[src/rtl/a2d_scan_sched.sv]
// a2d_scan_sched: round-robin scan of left load cell, right load cell and battery over the shared SPI A2D link.
// Latency: a start seen in IDLE pulses wrt one clock later; each result register updates the clock after its XFER2 done.
// Backpressure: a start while busy is held in a one-deep pending flag, and further starts are dropped; done is ignored outside XFER states.
// Optional: define BATT_FILT_EN so that batt reports the mean of the last four battery samples.
module a2d_scan_sched #(
  parameter int         PERIOD  = 4096,
  parameter int         GAP_CYC = 2,
  parameter logic [2:0] CH_LFT  = 3'd0,
  parameter logic [2:0] CH_RGHT = 3'd4,
  parameter logic [2:0] CH_BATT = 3'd5
) (
  input  logic        clk,
  input  logic        rst,
  input  logic        nxt,
  output logic        wrt,
  output logic [15:0] cmd,
  input  logic        done,
  input  logic [15:0] rd_data,
  output logic [11:0] lft_ld,
  output logic [11:0] rght_ld,
  output logic [11:0] batt,
  output logic        scan_vld,
  output logic        busy
);

  localparam logic [2:0] IDLE  = 3'd0;
  localparam logic [2:0] XFER1 = 3'd1;
  localparam logic [2:0] GAP1  = 3'd2;
  localparam logic [2:0] XFER2 = 3'd3;
  localparam logic [2:0] GAP2  = 3'd4;

  localparam int CW = $clog2(PERIOD);
  localparam int GW = (GAP_CYC > 1) ? $clog2(GAP_CYC) : 1;
  localparam logic [CW-1:0] CNT_LAST = CW'(PERIOD - 1);
  localparam logic [GW-1:0] GAP_LAST = GW'(GAP_CYC - 1);

  logic [2:0]    state_q, state_d;
  logic [CW-1:0] cnt_q, cnt_d;
  logic [1:0]    idx_q, idx_d;
  logic [GW-1:0] gap_q, gap_d;
  logic          pend_q, pend_d;
  logic          wrt_q, wrt_d;
  logic [15:0]   cmd_q, cmd_d;
  logic [11:0]   lft_q, lft_d;
  logic [11:0]   rght_q, rght_d;
  logic          vld_q, vld_d;
  logic          smp_we;
  logic          batt_we;
  logic          start;
  logic          done_ok;
  logic [2:0]    ch_sel;
  logic [15:0]   ch_cmd;

  assign start   = (cnt_q == CNT_LAST) | nxt;
  // The SPI master cannot finish a transaction in the cycle it is launched, so done is not accepted while wrt is high.
  assign done_ok = done & ~wrt_q;
  assign ch_sel  = (idx_q == 2'd0) ? CH_LFT : (idx_q == 2'd1) ? CH_RGHT : CH_BATT;
  assign ch_cmd  = {2'b00, ch_sel, 11'h000};
  assign batt_we = smp_we & (idx_q == 2'd2);

  // Next-state logic: period counter, pending start, scan sequencing and result capture.
  always_comb begin
    state_d = state_q;
    cnt_d   = (cnt_q == CNT_LAST) ? '0 : cnt_q + CW'(1);
    idx_d   = idx_q;
    gap_d   = gap_q;
    pend_d  = pend_q | (start & (state_q != IDLE));
    wrt_d   = 1'b0;
    cmd_d   = cmd_q;
    vld_d   = vld_q;
    smp_we  = 1'b0;
    case (state_q)
      IDLE: begin
        if (start | pend_q) begin
          cmd_d   = ch_cmd;
          wrt_d   = 1'b1;
          pend_d  = 1'b0;
          state_d = XFER1;
        end
      end
      XFER1: begin
        if (done_ok) begin
          gap_d   = '0;
          state_d = GAP1;
        end
      end
      GAP1: begin
        if (gap_q == GAP_LAST) begin
          gap_d   = '0;
          wrt_d   = 1'b1;
          state_d = XFER2;
        end else begin
          gap_d = gap_q + GW'(1);
        end
      end
      XFER2: begin
        if (done_ok) begin
          smp_we = 1'b1;
          gap_d  = '0;
          if (idx_q != 2'd2) begin
            idx_d   = idx_q + 2'd1;
            state_d = GAP2;
          end else begin
            idx_d   = 2'd0;
            vld_d   = 1'b1;
            state_d = IDLE;
          end
        end
      end
      GAP2: begin
        // idx_q already points at the next channel here, so ch_cmd is its address.
        if (gap_q == GAP_LAST) begin
          gap_d   = '0;
          cmd_d   = ch_cmd;
          wrt_d   = 1'b1;
          state_d = XFER1;
        end else begin
          gap_d = gap_q + GW'(1);
        end
      end
      default: state_d = IDLE;
    endcase
    lft_d  = (smp_we && idx_q == 2'd0) ? rd_data[11:0] : lft_q;
    rght_d = (smp_we && idx_q == 2'd1) ? rd_data[11:0] : rght_q;
  end

  // State and result registers with synchronous reset.
  always_ff @(posedge clk) begin
    if (rst) begin
      state_q <= IDLE;
      cnt_q   <= '0;
      idx_q   <= 2'd0;
      gap_q   <= '0;
      pend_q  <= 1'b0;
      wrt_q   <= 1'b0;
      cmd_q   <= 16'h0000;
      lft_q   <= 12'h000;
      rght_q  <= 12'h000;
      vld_q   <= 1'b0;
    end else begin
      state_q <= state_d;
      cnt_q   <= cnt_d;
      idx_q   <= idx_d;
      gap_q   <= gap_d;
      pend_q  <= pend_d;
      wrt_q   <= wrt_d;
      cmd_q   <= cmd_d;
      lft_q   <= lft_d;
      rght_q  <= rght_d;
      vld_q   <= vld_d;
    end
  end

`ifdef BATT_FILT_EN
  logic [11:0] hist_q [4];
  logic [13:0] sum_q;
  logic        unused_bits;

  // Four-sample moving sum: add the new sample and drop the oldest one leaving the history.
  always_ff @(posedge clk) begin
    if (rst) begin
      sum_q <= 14'h0000;
      for (int i = 0; i < 4; i++) hist_q[i] <= 12'h000;
    end else if (batt_we) begin
      sum_q     <= sum_q + {2'b00, rd_data[11:0]} - {2'b00, hist_q[3]};
      hist_q[0] <= rd_data[11:0];
      hist_q[1] <= hist_q[0];
      hist_q[2] <= hist_q[1];
      hist_q[3] <= hist_q[2];
    end
  end

  assign batt        = sum_q[13:2];
  assign unused_bits = ^{rd_data[15:12], sum_q[1:0]};
`else
  logic [11:0] batt_q;
  logic        unused_bits;

  // Raw battery result, replaced on each battery conversion.
  always_ff @(posedge clk) begin
    if (rst) batt_q <= 12'h000;
    else if (batt_we) batt_q <= rd_data[11:0];
  end

  assign batt        = batt_q;
  assign unused_bits = ^rd_data[15:12];
`endif

  assign wrt      = wrt_q;
  assign cmd      = cmd_q;
  assign lft_ld   = lft_q;
  assign rght_ld  = rght_q;
  assign scan_vld = vld_q;
  assign busy     = (state_q != IDLE);

endmodule

[config.mk]
export PLATFORM = sky130hd
export DESIGN_NAME = a2d_scan_sched
export DESIGN_NICKNAME = d
export VERILOG_FILES = /design/src/rtl/a2d_scan_sched.sv
export SDC_FILE = /design/constraint.sdc
export NUM_CORES = 1
export LEC_CHECK = 0
export CORE_MARGIN = 2
export CORE_UTILIZATION = 47
export CTS_CLUSTER_SIZE = 28
export DETAILED_ROUTE_END_ITERATION = 8
export PLACE_DENSITY_LB_ADDON = 0.05
export SYNTH_ARGS = -nofsm -noshare
export SYNTH_HDL_FRONTEND = slang
export SYNTH_SLANG_ARGS = --single-unit
export TNS_END_PERCENT = 50
[constraint.sdc]
create_clock -name clk -period 1.76 [get_ports clk]
set_input_delay 0.352 -clock clk [delete_from_list [all_inputs] [get_ports clk]]
set_output_delay 0.352 -clock clk [all_outputs]
set_load 0.01 [all_outputs]
==> results of run 1 <==
## logic make-up after synthesis
| logic type | after synthesis |
|---|---|
| simple gates | 98 |
| flops | 59 |
| mux | 38 |
| buf+inv | 30 |
| compound gates | 19 |
| xor+xnor | 11 |
| fa+ha+maj | 1 |
| other cells | 1 |
## report_power, final
group          internal (mW)  switching (mW)
registers               1.38          0.0472
clock network          0.505           0.489
logic                  0.179           0.182
total                   2.06           0.718
## metal layers
layer / share of wire / up-vias
met1: 0.47 / 911
li1: - / 976
met3: 0.058 / 6
met4: 0.012 / 0
met2: 0.45 / 47
met5: 0 / -
## state kept, by name, indices dropped and copies added, names as in the netlist
signal,cells
batt,12
cmd,2
cnt_q,12
gap_q,1
idx_q,2
lft_ld,12
pend_q,1
rght_ld,12
scan_vld,1
state_q,3
wrt,1
## through the flow
stage / cell area [um^2] / setup slack (ps) / utilization / cells
floorplan: 2560 / 184 / - / 270
global placement: 3180 / -180 / 0.619 / 386
detailed placement: 3180 / -183 / 0.619 / 386
CTS: 3350 / 133 / 0.651 / 402
global route: 3350 / 79.5 / 0.651 / 402
finish: 3350 / 141 / 0.651 / 402
## cell usage in the layout, fill, tap and decap left out, drive strengths merged, types with 2 or more instances in the layout
master	instances
a211oi	3
a21oi	6
and3	2
buf	17
clkbuf	13
clkdlybuf4s50	55
clkinv	3
conb	14
dfxtp	59
inv	3
mux2i	38
nand2	8
nand2b	5
nand3	3
nand3b	3
nand4	3
nor2	59
nor3	6
nor4	2
o21ai	3
or2	2
xnor2	6
xor2	5
## final cells by class
type,count,area [um^2],area share
clock buffer,13,139,0.0415
clock inverter,3,15.0,0.00449
inverter,3,11.3,0.00337
multi-input combinational,181,1180,0.354
sequential,59,1180,0.354
tap,70,87.6,0.0262
timing repair buffer,73,724,0.217
## worst max-delay path, stage by stage
cell and delay (ps):
clkdlybuf4s50_1 460, nand2b_1 130, buf_4 180, nor4_4 220, buf_4 220, mux2i_1 210
nor2_1 60
## how the worst max path moves through the flow
stage / slack, ps / endpoint / cells after the start / from
3_5_place_dp: -180 / lft_ld[10] / 7 / done
6_report: 140 / lft_ld[6] / 7 / done
5_1_grt: 80 / lft_ld[3] / 7 / done
4_1_cts: 130 / lft_ld[6] / 7 / done
3_3_place_gp: -180 / lft_ld[2] / 7 / done
2_1_floorplan: 180 / rght_ld[10] / 6 / wrt
==> reports/metrics.json, run 1 <==
{
  "logic_synthesis": {
    "synth_top_family_by_area": "simple AND/OR/NAND/NOR gates",
    "syn-instance-count": 257,
    "synth_seq_cells": 59,
    "post_synth_num_cell_types": 41,
    "async_reset_ff_frac": 0,
    "synth_common_cells": "59 x dfxtp_1, 59 x nor2_1, 38 x mux2i_1, 17 x buf_4, 8 x nand2_1",
    "yosys.area_share.simple": 0.204,
    "synth_top_cells_by_area": "dfxtp_1 47%, mux2i_1 15%, nor2_1 8.8%",
    "syn_area_per_cell_um2": 9.77,
    "ys.warnings.count": 0,
    "ys_dominant_reg_cell": "dfxtp_1",
    "library_cell_occupying_the_most_area_in_the_post_synthesis_netlist": "dfxtp_1",
    "post_synth_top_area_share": 0.471,
    "synth_xor_area_frac": 0.0384,
    "synth_compound_area_frac": 0.0489,
    "synth.mux.area_fraction": 0.152,
    "post_synth_instance_area_um2": 2510,
    "synth_edf_count": 0,
    "yosysSeqAreaShare": 0.471,
    "synthAdderAreaFrac": 0.00499
  },
  "hold_path": {
    "worstHoldEndpoint": "cnt_q[0]",
    "worstHoldStart": "cnt_q[0]",
    "timing.hold.worst.class": "flip-flop to flip-flop",
    "worstHoldPathCells": 1
  },
  "sta": {
    "timing.setup.tns_ps": 0,
    "final.hold.worst_slack_ps": 440,
    "clock_skew_ps": 8.87,
    "fmaxAchievable_mhz": 618,
    "final_hold_viols": 0,
    "setup_violations": 0,
    "final_period_minus_worst_setup_slack_ps": 1620,
    "final_max_slew_viol_count": 0,
    "finalCritPeriodShare": 0.920,
    "rsz0062_at_grt": "no"
  },
  "critical_path": {
    "worst_path_maximum_fanout": 6,
    "rr_worst_depth": 6,
    "setup.worst_path.end_class": "flip-flop",
    "worst_setup_sp_type": "primary input",
    "critical_path_arrival_ps": 1820,
    "origin_of_the_critical_flop_to_flop_path": "cnt_q[0]",
    "r2r-end": "cmd[13]",
    "reg2reg_slack_ps": 170,
    "critical_path_required_ps": 1970,
    "timing_worst_setup_path_type": "primary input to flip-flop"
  },
  "place": {
    "placement.io_buffers": 56,
    "dp_hpwl_um": 3550,
    "gp_congestion": 0.800
  },
  "job": {
    "drv_cap": 0
  },
  "cts": {
    "postCtsHoldBufs": 0,
    "cts-resized-gates": 6,
    "worstSkewPairLatency_ps": 330,
    "clkSlewWorstSetupHoldPaths_ps": 60,
    "cts_buffers": 9,
    "cts_tree": "built",
    "cts.htree.levels": 3,
    "cts_sinks": 59,
    "cts_setup_buffers": 0,
    "clk_path_buf_depth": 2,
    "clk_root_buffer_cell": "clkbuf_8"
  },
  "floorplan": {
    "chipHeight_um": 77.1,
    "design.core.area_um2": 5140,
    "die_w_um": 77.1,
    "rows": 26,
    "fp.dieArea_um2": 5940,
    "io-pin-count": 75,
    "floorplan.initialDensity": 0.488
  },
  "routing": {
    "route.detailed.drc": 0,
    "drt_pre_antenna_iters": 5,
    "drt_iter0_drc": 50,
    "route.detailed.wl_per_inst_um": 12.5,
    "via_count": 1940,
    "detail-route-antenna-nets": 0,
    "wirelength_um": 5030,
    "routed_via_density": 4.83
  },
  "power": {
    "design_power_total_mw": 2.78,
    "worst_ir_drop_vdd_v": 0.000559,
    "pwr_density_cell_nw_per_um2": 831,
    "power.static_leakage_nw": 1.24
  },
  "grt": {
    "globalRouteMet2Util": 0.276,
    "grt_antenna_before_repair": 0,
    "grt_pass1_vias": 1923,
    "global_route.usage.met1": 0.229,
    "grt_most_used_layer": "met2",
    "grt_first_pass_wirelength_um": 8520,
    "global_route.usage.total": 0.181,
    "global_route_met3_usage": 0.0718,
    "grt_max_degree": 42,
    "overflow": 0
  },
  "finish": {
    "final.fill_count": 475,
    "nNetsFinal": 348,
    "area_growth_syn_to_layout_pct": 33.3,
    "antenna_cells_inserted": 0,
    "drive_above_1_share": 0.120
  },
  "run_status": {
    "outcome": "finished clean"
  }
}
No activity file was read; power rests on OpenSTA's default activity.
==> run 2: changes to the inputs <==
Settings changed: ABC_AREA from default to 1, CORE_ASPECT_RATIO from default to 1.5, CORE_UTILIZATION 47 to 46.
==> run 2 against run 1 <==
Maximum frequency up 1.2%; non-clock buffer count unchanged; highest routed layer unchanged; sequential cell count stayed put; sequential share of layout area up 0.67 points; sequential power up 4%; global-route usage is 1.1 points higher; synthesized cell count grew 25%.
==> reports/metrics.json, run 2 <==
{
  "logic_synthesis": {
    "syn_area_per_cell": {"value": 7.64, "unit": "um^2", "change": "-22%"},
    "synthAdderAreaFrac": {"value": 0.00510, "change": "+0.000117"},
    "ys_dominant_reg_cell": "dfxtp_1",
    "synth_edf_count": {"value": 0, "change": "unchanged"},
    "ys.warnings.count": {"value": 0, "change": "unchanged"},
    "synth_xor_area_frac": {"value": 0.0143, "change": "-0.0241"},
    "synth.mux.area_fraction": {"value": 0, "change": "-0.152"},
    "library_cell_occupying_the_most_area_in_the_post_synthesis_netlist": "dfxtp_1",
    "synth_compound_area_frac": {"value": 0.130, "change": "+0.0812"},
    "synth_top_family_by_area": "simple AND/OR/NAND/NOR gates",
    "syn-instance-count": {"value": 321, "change": "+25%"},
    "post_synth_top_area_share": {"value": 0.482, "change": "+0.0110"},
    "yosys.area_share.simple": {"value": 0.248, "change": "+0.0441"},
    "async_reset_ff_frac": {"value": 0, "change": "unchanged"},
    "synth_top_cells_by_area": "dfxtp_1 48%, a21oi_1 9.8%, nand2_1 9.0%",
    "synth_common_cells": "59 x dfxtp_1, 59 x nand2_1, 48 x a21oi_1, 33 x nand3_1",
    "post_synth_num_cell_types": {"value": 29, "change": "-29%"},
    "synth_seq_cells": {"value": 59, "change": "unchanged"},
    "post_synth_instance_area": {"value": 2450, "unit": "um^2", "change": "-2.3%"},
    "yosysSeqAreaShare": {"value": 0.482, "change": "+0.0110"}
  },
  "routing": {
    "drt_pre_antenna_iters": {"value": 4, "change": "-1"},
    "routed_via_density": {"value": 4.77, "change": "-1.2%"},
    "route.detailed.drc": {"value": 0, "change": "unchanged"},
    "via_count": {"value": 2208, "change": "+14%"},
    "detail-route-antenna-nets": {"value": 0, "change": "unchanged"},
    "drt_iter0_drc": {"value": 126, "change": "+150%"},
    "route.detailed.wl_per_inst": {"value": 11.4, "unit": "um", "change": "-9.0%"},
    "wirelength": {"value": 5270, "unit": "um", "change": "+4.9%"}
  },
  "finish": {
    "layout.cells.most_common_list": "59 x nand2_1, 58 x dfxtp_1, 55 x clkdlybuf4s50_1",
    "final.fill_count": {"value": 499, "change": "+5.1%"},
    "most_common_cell_after_layout_fill_and_taps_aside": "nand2_1",
    "area_growth_syn_to_layout_pct": 33.6,
    "finalCoreUtilization": {"value": 0.639, "change": "-0.0115"},
    "drive_above_1_share": {"value": 0.101, "change": "-0.0192"},
    "nNetsFinal": {"value": 412, "change": "+18%"},
    "antenna_cells_inserted": {"value": 0, "change": "unchanged"}
  },
  "critical_path": {
    "cp_cell_sequence": "inv_2 -> nand2_1 -> nor2_1 -> inv_1 -> dlygate4sd2_1",
    "critical_path_arrival": {"value": 1250, "unit": "ps", "change": "-570 ps"},
    "rr_worst_depth": {"value": 7, "change": "+1"},
    "reg2reg_slack": {"value": 300, "unit": "ps", "change": "+130 ps"},
    "worst_path_maximum_fanout": {"value": 5, "change": "-1"},
    "path_delay_family": "buffers and inverters",
    "timing_worst_setup_path_type": "flip-flop to output port",
    "crit_path_max_incr_delay": {"value": 340, "unit": "ps", "change": "-120 ps"},
    "worst_setup_sp_type": "flip-flop",
    "critical_path_buf_inv_count": {"value": 3, "change": "unchanged"},
    "critical_path_required": {"value": 1410, "unit": "ps", "change": "-560 ps"},
    "slowest_library_cell_on_the_worst_path": "dfxtp_2",
    "origin_of_the_critical_flop_to_flop_path": "idx_q[1]",
    "r2r-end": "batt[5]",
    "setup.worst_path.end_class": "output port"
  },
  "grt": {
    "global_route.usage.total": {"value": 0.192, "change": "+0.0111"},
    "global_route.usage.met1": {"value": 0.229, "change": "+0.000250"},
    "grt_pass1_vias": {"value": 1904, "change": "-0.99%"},
    "global_route_met3_usage": {"value": 0.0650, "change": "-0.00678"},
    "grt_max_degree": {"value": 30, "change": "-29%"},
    "grt_first_pass_wirelength": {"value": 8780, "unit": "um", "change": "+3.1%"},
    "globalRouteMet2Util": {"value": 0.304, "change": "+0.0272"},
    "grt_most_used_layer": "met2",
    "overflow": {"value": 0, "change": "unchanged"},
    "grt_antenna_before_repair": {"value": 0, "change": "unchanged"}
  },
  "cts": {
    "worstSkewPairLatency": {"value": 330, "unit": "ps", "change": "about the same"},
    "clkSlewWorstSetupHoldPaths": {"value": 70, "unit": "ps", "change": "about the same"},
    "postCtsHoldBufs": {"value": 0, "change": "unchanged"},
    "cts_sinks": {"value": 59, "change": "unchanged"},
    "cts_tree": "built",
    "cts.htree.levels": {"value": 3, "change": "unchanged"},
    "clk_path_buf_depth": {"value": 2, "change": "unchanged"},
    "clk_root_buffer_cell": "clkbuf_8",
    "cts_buffers": {"value": 9, "change": "unchanged"},
    "cts_setup_buffers": {"value": 0, "change": "unchanged"},
    "cts-resized-gates": {"value": 3, "change": "-3"}
  },
  "sta": {
    "finalCritPeriodShare": {"value": 0.909, "change": "-0.0110"},
    "setup_violations": {"value": 0, "change": "unchanged"},
    "final.hold.worst_slack": {"value": 445, "unit": "ps", "change": "+4.40 ps"},
    "clock_skew": {"value": 11.3, "unit": "ps", "change": "+2.47 ps"},
    "final_period_minus_worst_setup_slack": {"value": 1600, "unit": "ps", "change": "-19.3 ps"},
    "final_hold_viols": {"value": 0, "change": "unchanged"},
    "final_max_slew_viol_count": {"value": 0, "change": "unchanged"},
    "rsz0062_at_grt": "no",
    "timing.setup.tns": {"value": 0, "unit": "ps", "change": "unchanged"},
    "fmaxAchievable": {"value": 625, "unit": "MHz", "change": "+1.2%"}
  },
  "power": {
    "worst_ir_drop_vdd": {"value": 0.000880, "unit": "V", "change": "+57%"},
    "pwr_density_cell": {"value": 1010, "unit": "nW/um^2", "change": "+22%"},
    "power.static_leakage": {"value": 1.24, "unit": "nW", "change": "-0.16%"}
  },
  "run_status": {
    "outcome": "finished clean"
  },
  "hold_path": {
    "worstHoldEndpoint": "rght_ld[10]",
    "worstHoldStart": "rght_ld[10]",
    "worstHoldPathCells": {"value": 2, "change": "+1"},
    "timing.hold.worst.class": "flip-flop to flip-flop"
  },
  "place": {
    "dp_hpwl": {"value": 3930, "unit": "um", "change": "+11%"},
    "gp_congestion": {"value": 0.769, "change": "-3.8%"},
    "placement.io_buffers": {"value": 56, "change": "unchanged"}
  },
  "job": {
    "drv_cap": {"value": 0, "change": "unchanged"}
  },
  "floorplan": {
    "design.core.area": {"value": 5120, "unit": "um^2", "change": "-0.29%"},
    "rows": {"value": 32, "change": "+23%"},
    "floorplan.initialDensity": {"value": 0.479, "change": "-0.00980"},
    "chipHeight": {"value": 93.4, "unit": "um", "change": "+21%"},
    "io-pin-count": {"value": 75, "change": "unchanged"},
    "fp.dieArea": {"value": 5940, "unit": "um^2", "change": "about the same"},
    "die_w": {"value": 63.6, "unit": "um", "change": "-17%"}
  }
}
[run 2: how the worst max path moves through the flow]
stage,from,end,slack [ps],cells after the start
4_1_cts,state_q[1],busy,130,5
3_3_place_gp,done,rght_ld[3],-110,8
3_5_place_dp,done,rght_ld[11],-130,8
2_1_floorplan,cnt_q[0],cmd[11],410,8
5_1_grt,cnt_q[0],cmd[13],60,8
6_report,state_q[1],busy,160,5
[run 2: cells by family (layout without fill, tap and decap cells)]
| group | count (synthesis) | in the layout |
|---|---|---|
| simple gates | 134 | 134 |
| compound gates | 63 | 63 |
| flops | 59 | 59 |
| buf+inv | 59 | 120 |
| xor+xnor | 4 | 4 |
| fa+ha+maj | 1 | 1 |
| other cells | 1 | 14 |
[run 2: report_power, final]
part | switching [mW] | leakage (nW) | internal (mW)
sequential | 0.0598 | 0.478 | 1.42
combinational | 0.394 | 0.673 | 0.307
clock | 0.489 | 0.0902 | 0.643
[run 2: routing by layer]
| layer | up-vias | part of all wire |
|---|---|---|
| met5 | - | 0 |
| met4 | 0 | 0.019 |
| met3 | 12 | 0.061 |
| met2 | 56 | 0.49 |
| met1 | 989 | 0.43 |
| li1 | 1151 | - |
[run 2: worst register-to-register path, cell delays in order, from the launching register on]
cell and delay (ps):
dfxtp_1 390, inv_2 70, or2_2 280, inv_2 200, nand2_1 80, buf_4 180
nand2_1 80, a21oi_1 50
[run 2: area by class of cell]
type | instances | area, um^2 | area share
multi-input combinational | 216 | 1030 | 0.313
inverter | 32 | 120 | 0.0367
clock inverter | 3 | 40.0 | 0.0122
timing repair buffer | 73 | 687 | 0.210
clock buffer | 12 | 135 | 0.0412
sequential | 59 | 1180 | 0.361
tap | 68 | 85.1 | 0.0260
[run 2: stage by stage]
stage	power, mW	area (um^2)	worst slack, ps	instances
final	3.32	3280	160	463
after global routing	3.52	3280	56.2	463
after CTS	3.35	3280	129	463
after detailed placement	2.23	3100	-132	448
after global placement	2.21	3100	-108	448
after floorplan	1.97	2500	412	334
==> run 3: changes to the inputs <==
Settings changed: GPL_ROUTABILITY_DRIVEN from default to 0, PLACE_DENSITY from default to 0.79, PLACE_DENSITY_LB_ADDON 0.05 to default.
==> run 3 against run 2 <==
Worst setup slack lost 5.1 ps; critical path depth is the same; die area is the same; critical path type unchanged.
==> reports/metrics.json, run 3 (same netlist as run 2, synthesis figures left out) <==
{
  "routing": {
    "route.detailed.drc": {"value": 0, "change": "unchanged"},
    "wirelength": {"value": 5370, "unit": "um", "change": "+1.9%"},
    "routed_via_density": {"value": 4.80, "change": "+0.58%"},
    "route.detailed.wl_per_inst": {"value": 11.7, "unit": "um", "change": "+3.2%"},
    "via_count": {"value": 2192, "change": "-0.72%"},
    "drt_iter0_drc": {"value": 49, "change": "-61%"},
    "drt_pre_antenna_iters": {"value": 4, "change": "unchanged"},
    "detail-route-antenna-nets": {"value": 0, "change": "unchanged"}
  },
  "run_status": {
    "outcome": "finished clean"
  },
  "critical_path": {
    "worstSetupStartpoint": "state_q[1]",
    "critical_path_arrival": {"value": 1250, "unit": "ps", "change": "about the same"},
    "path_delay_family": "buffers and inverters",
    "worst_path_maximum_fanout": {"value": 5, "change": "unchanged"},
    "worst_setup_sp_type": "flip-flop",
    "setup.worst_path.end_class": "output port",
    "timing_worst_setup_path_type": "flip-flop to output port",
    "critical_path_required": {"value": 1410, "unit": "ps", "change": "about the same"},
    "slowest_library_cell_on_the_worst_path": "dfxtp_2",
    "crit_path_max_incr_delay": {"value": 340, "unit": "ps", "change": "about the same"},
    "cp_cell_sequence": "inv_2 -> nand2_1 -> nor2_1 -> inv_1 -> dlygate4sd2_1",
    "critical_path_buf_inv_count": {"value": 3, "change": "unchanged"},
    "origin_of_the_critical_flop_to_flop_path": "cnt_q[0]"
  },
  "power": {
    "power.static_leakage": {"value": 1.23, "unit": "nW", "change": "-0.52%"},
    "worst_ir_drop_vdd": {"value": 0.000895, "unit": "V", "change": "+1.7%"},
    "pwr_density_cell": {"value": 1090, "unit": "nW/um^2", "change": "+7.3%"}
  },
  "cts": {
    "cts_buffers": {"value": 9, "change": "unchanged"},
    "clk_path_buf_depth": {"value": 2, "change": "unchanged"},
    "cts_tree": "built",
    "postCtsHoldBufs": {"value": 0, "change": "unchanged"},
    "cts_sinks": {"value": 59, "change": "unchanged"},
    "worstSkewPairLatency": {"value": 340, "unit": "ps", "change": "about the same"},
    "clkSlewWorstSetupHoldPaths": {"value": 60, "unit": "ps", "change": "about the same"},
    "clk_root_buffer_cell": "clkbuf_8",
    "cts.htree.levels": {"value": 3, "change": "unchanged"}
  },
  "grt": {
    "grt_first_pass_wirelength": {"value": 8580, "unit": "um", "change": "-2.3%"},
    "grt_pass1_vias": {"value": 2034, "change": "+6.8%"},
    "grt_most_used_layer": "met2",
    "globalRouteMet2Util": {"value": 0.324, "change": "+0.0202"},
    "overflow": {"value": 0, "change": "unchanged"},
    "global_route.usage.total": {"value": 0.184, "change": "-0.00786"},
    "grt_max_degree": {"value": 30, "change": "unchanged"},
    "grt_antenna_before_repair": {"value": 0, "change": "unchanged"},
    "global_route_met3_usage": {"value": 0.0433, "change": "-0.0217"},
    "global_route.usage.met1": {"value": 0.191, "change": "-0.0380"}
  },
  "floorplan": {
    "die_w": {"value": 63.6, "unit": "um", "change": "unchanged"},
    "chipHeight": {"value": 93.4, "unit": "um", "change": "unchanged"},
    "floorplan.initialDensity": {"value": 0.479, "change": "unchanged"},
    "io-pin-count": {"value": 75, "change": "unchanged"},
    "rows": {"value": 32, "change": "unchanged"},
    "design.core.area": {"value": 5120, "unit": "um^2", "change": "unchanged"},
    "fp.dieArea": {"value": 5940, "unit": "um^2", "change": "unchanged"}
  },
  "sta": {
    "final.hold.worst_slack": {"value": 447, "unit": "ps", "change": "+1.83 ps"},
    "finalCritPeriodShare": {"value": 0.912, "change": "+0.00290"},
    "final_max_slew_viol_count": {"value": 0, "change": "unchanged"},
    "final_period_minus_worst_setup_slack": {"value": 1600, "unit": "ps", "change": "+5.11 ps"},
    "timing.setup.tns": {"value": 0, "unit": "ps", "change": "unchanged"},
    "clock_skew": {"value": 8.30, "unit": "ps", "change": "-3.03 ps"},
    "setup_violations": {"value": 0, "change": "unchanged"},
    "final_hold_viols": {"value": 0, "change": "unchanged"},
    "fmaxAchievable": {"value": 623, "unit": "MHz", "change": "-0.32%"},
    "rsz0062_at_grt": "no"
  },
  "finish": {
    "drive_above_1_share": {"value": 0.0951, "change": "-0.00615"},
    "nNetsFinal": {"value": 406, "change": "-1.5%"},
    "layout.cells.most_common_list": "59 x nand2_1, 58 x dfxtp_1, 55 x clkdlybuf4s50_1",
    "antenna_cells_inserted": {"value": 0, "change": "unchanged"},
    "area_growth_syn_to_layout_pct": 33.9,
    "most_common_cell_after_layout_fill_and_taps_aside": "nand2_1"
  },
  "place": {
    "dp_hpwl": {"value": 3890, "unit": "um", "change": "-1.1%"},
    "placement.io_buffers": {"value": 56, "change": "unchanged"}
  },
  "hold_path": {
    "worstHoldStart": "rght_ld[11]",
    "timing.hold.worst.class": "flip-flop to flip-flop"
  },
  "job": {
    "drv_cap": {"value": 0, "change": "unchanged"}
  }
}
## run 3: cell types whose count changed in the layout (fill, tap and decap cells not counted)
cell       change
bufinv_16      +1
clkinv_2       -1
buf_4          -7
clkinv_4       +1
nand3_2        +1
clkbuf_1       -3
clkbuf_8       +2
## run 3: where the power goes
part | internal (mW) | switching [mW]
clock network | 0.866 | 0.513
registers | 1.42 | 0.0617
logic | 0.297 | 0.404
## run 3: worst min-delay path, delay by kind of cell, from the launching register on
kind | cells | cell delay (ps)
buf+inv | 1 | 50
compound gates | 1 | 50
flops | 1 | 310
## run 3: final timing paths
| path | cells past startpoint | to | slack [ps] |
|---|---|---|---|
| setup / recovery | 5 | busy | 160 |
| hold / removal | 2 | rght_ld[11] | 450 |
| setup reg to reg | 8 | cmd[13] | 270 |
| hold reg to reg | 2 | rght_ld[11] | 450 |
## run 3: final cells by class
class,count,area [um^2]
multi-input cells,217,1040
clock buffers,11,151
clock inverters,4,73.8
repair buffers,66,634
fillers,460,1840
flip-flops and latches,59,1180
well taps,68,85.1
inverters,32,120
## run 3: timing repair
| action | in CTS | in global routing |
|---|---|---|
| resized for setup | 3 | 0 |
| pin swaps | 0 | 1 |
| setup buffers | 0 | 0 |
| setup endpoints to repair | 1 | 1 |
| gates cloned | 0 | 1 |
## run 3: through the flow
stage | power, mW | cells | instance area, um^2 | worst slack [ps] | util
6_report | 3.57 | 457 | 3280 | 155 | 0.641
4_1_cts | 3.60 | 456 | 3270 | 127 | 0.639
3_5_place_dp | 2.23 | 441 | 3050 | -188 | 0.595
5_1_grt | 3.74 | 457 | 3280 | 49.3 | 0.641
2_1_floorplan | 1.97 | 334 | 2500 | 412 | -
3_3_place_gp | 2.20 | 441 | 3050 | -161 | 0.595
## run 3: layer usage
metal / vias to the layer above / share of wire
met2: 50 / 0.51
met3: 10 / 0.047
met1: 994 / 0.42
met5: - / 0
met4: 0 / 0.026
li1: 1138 / -
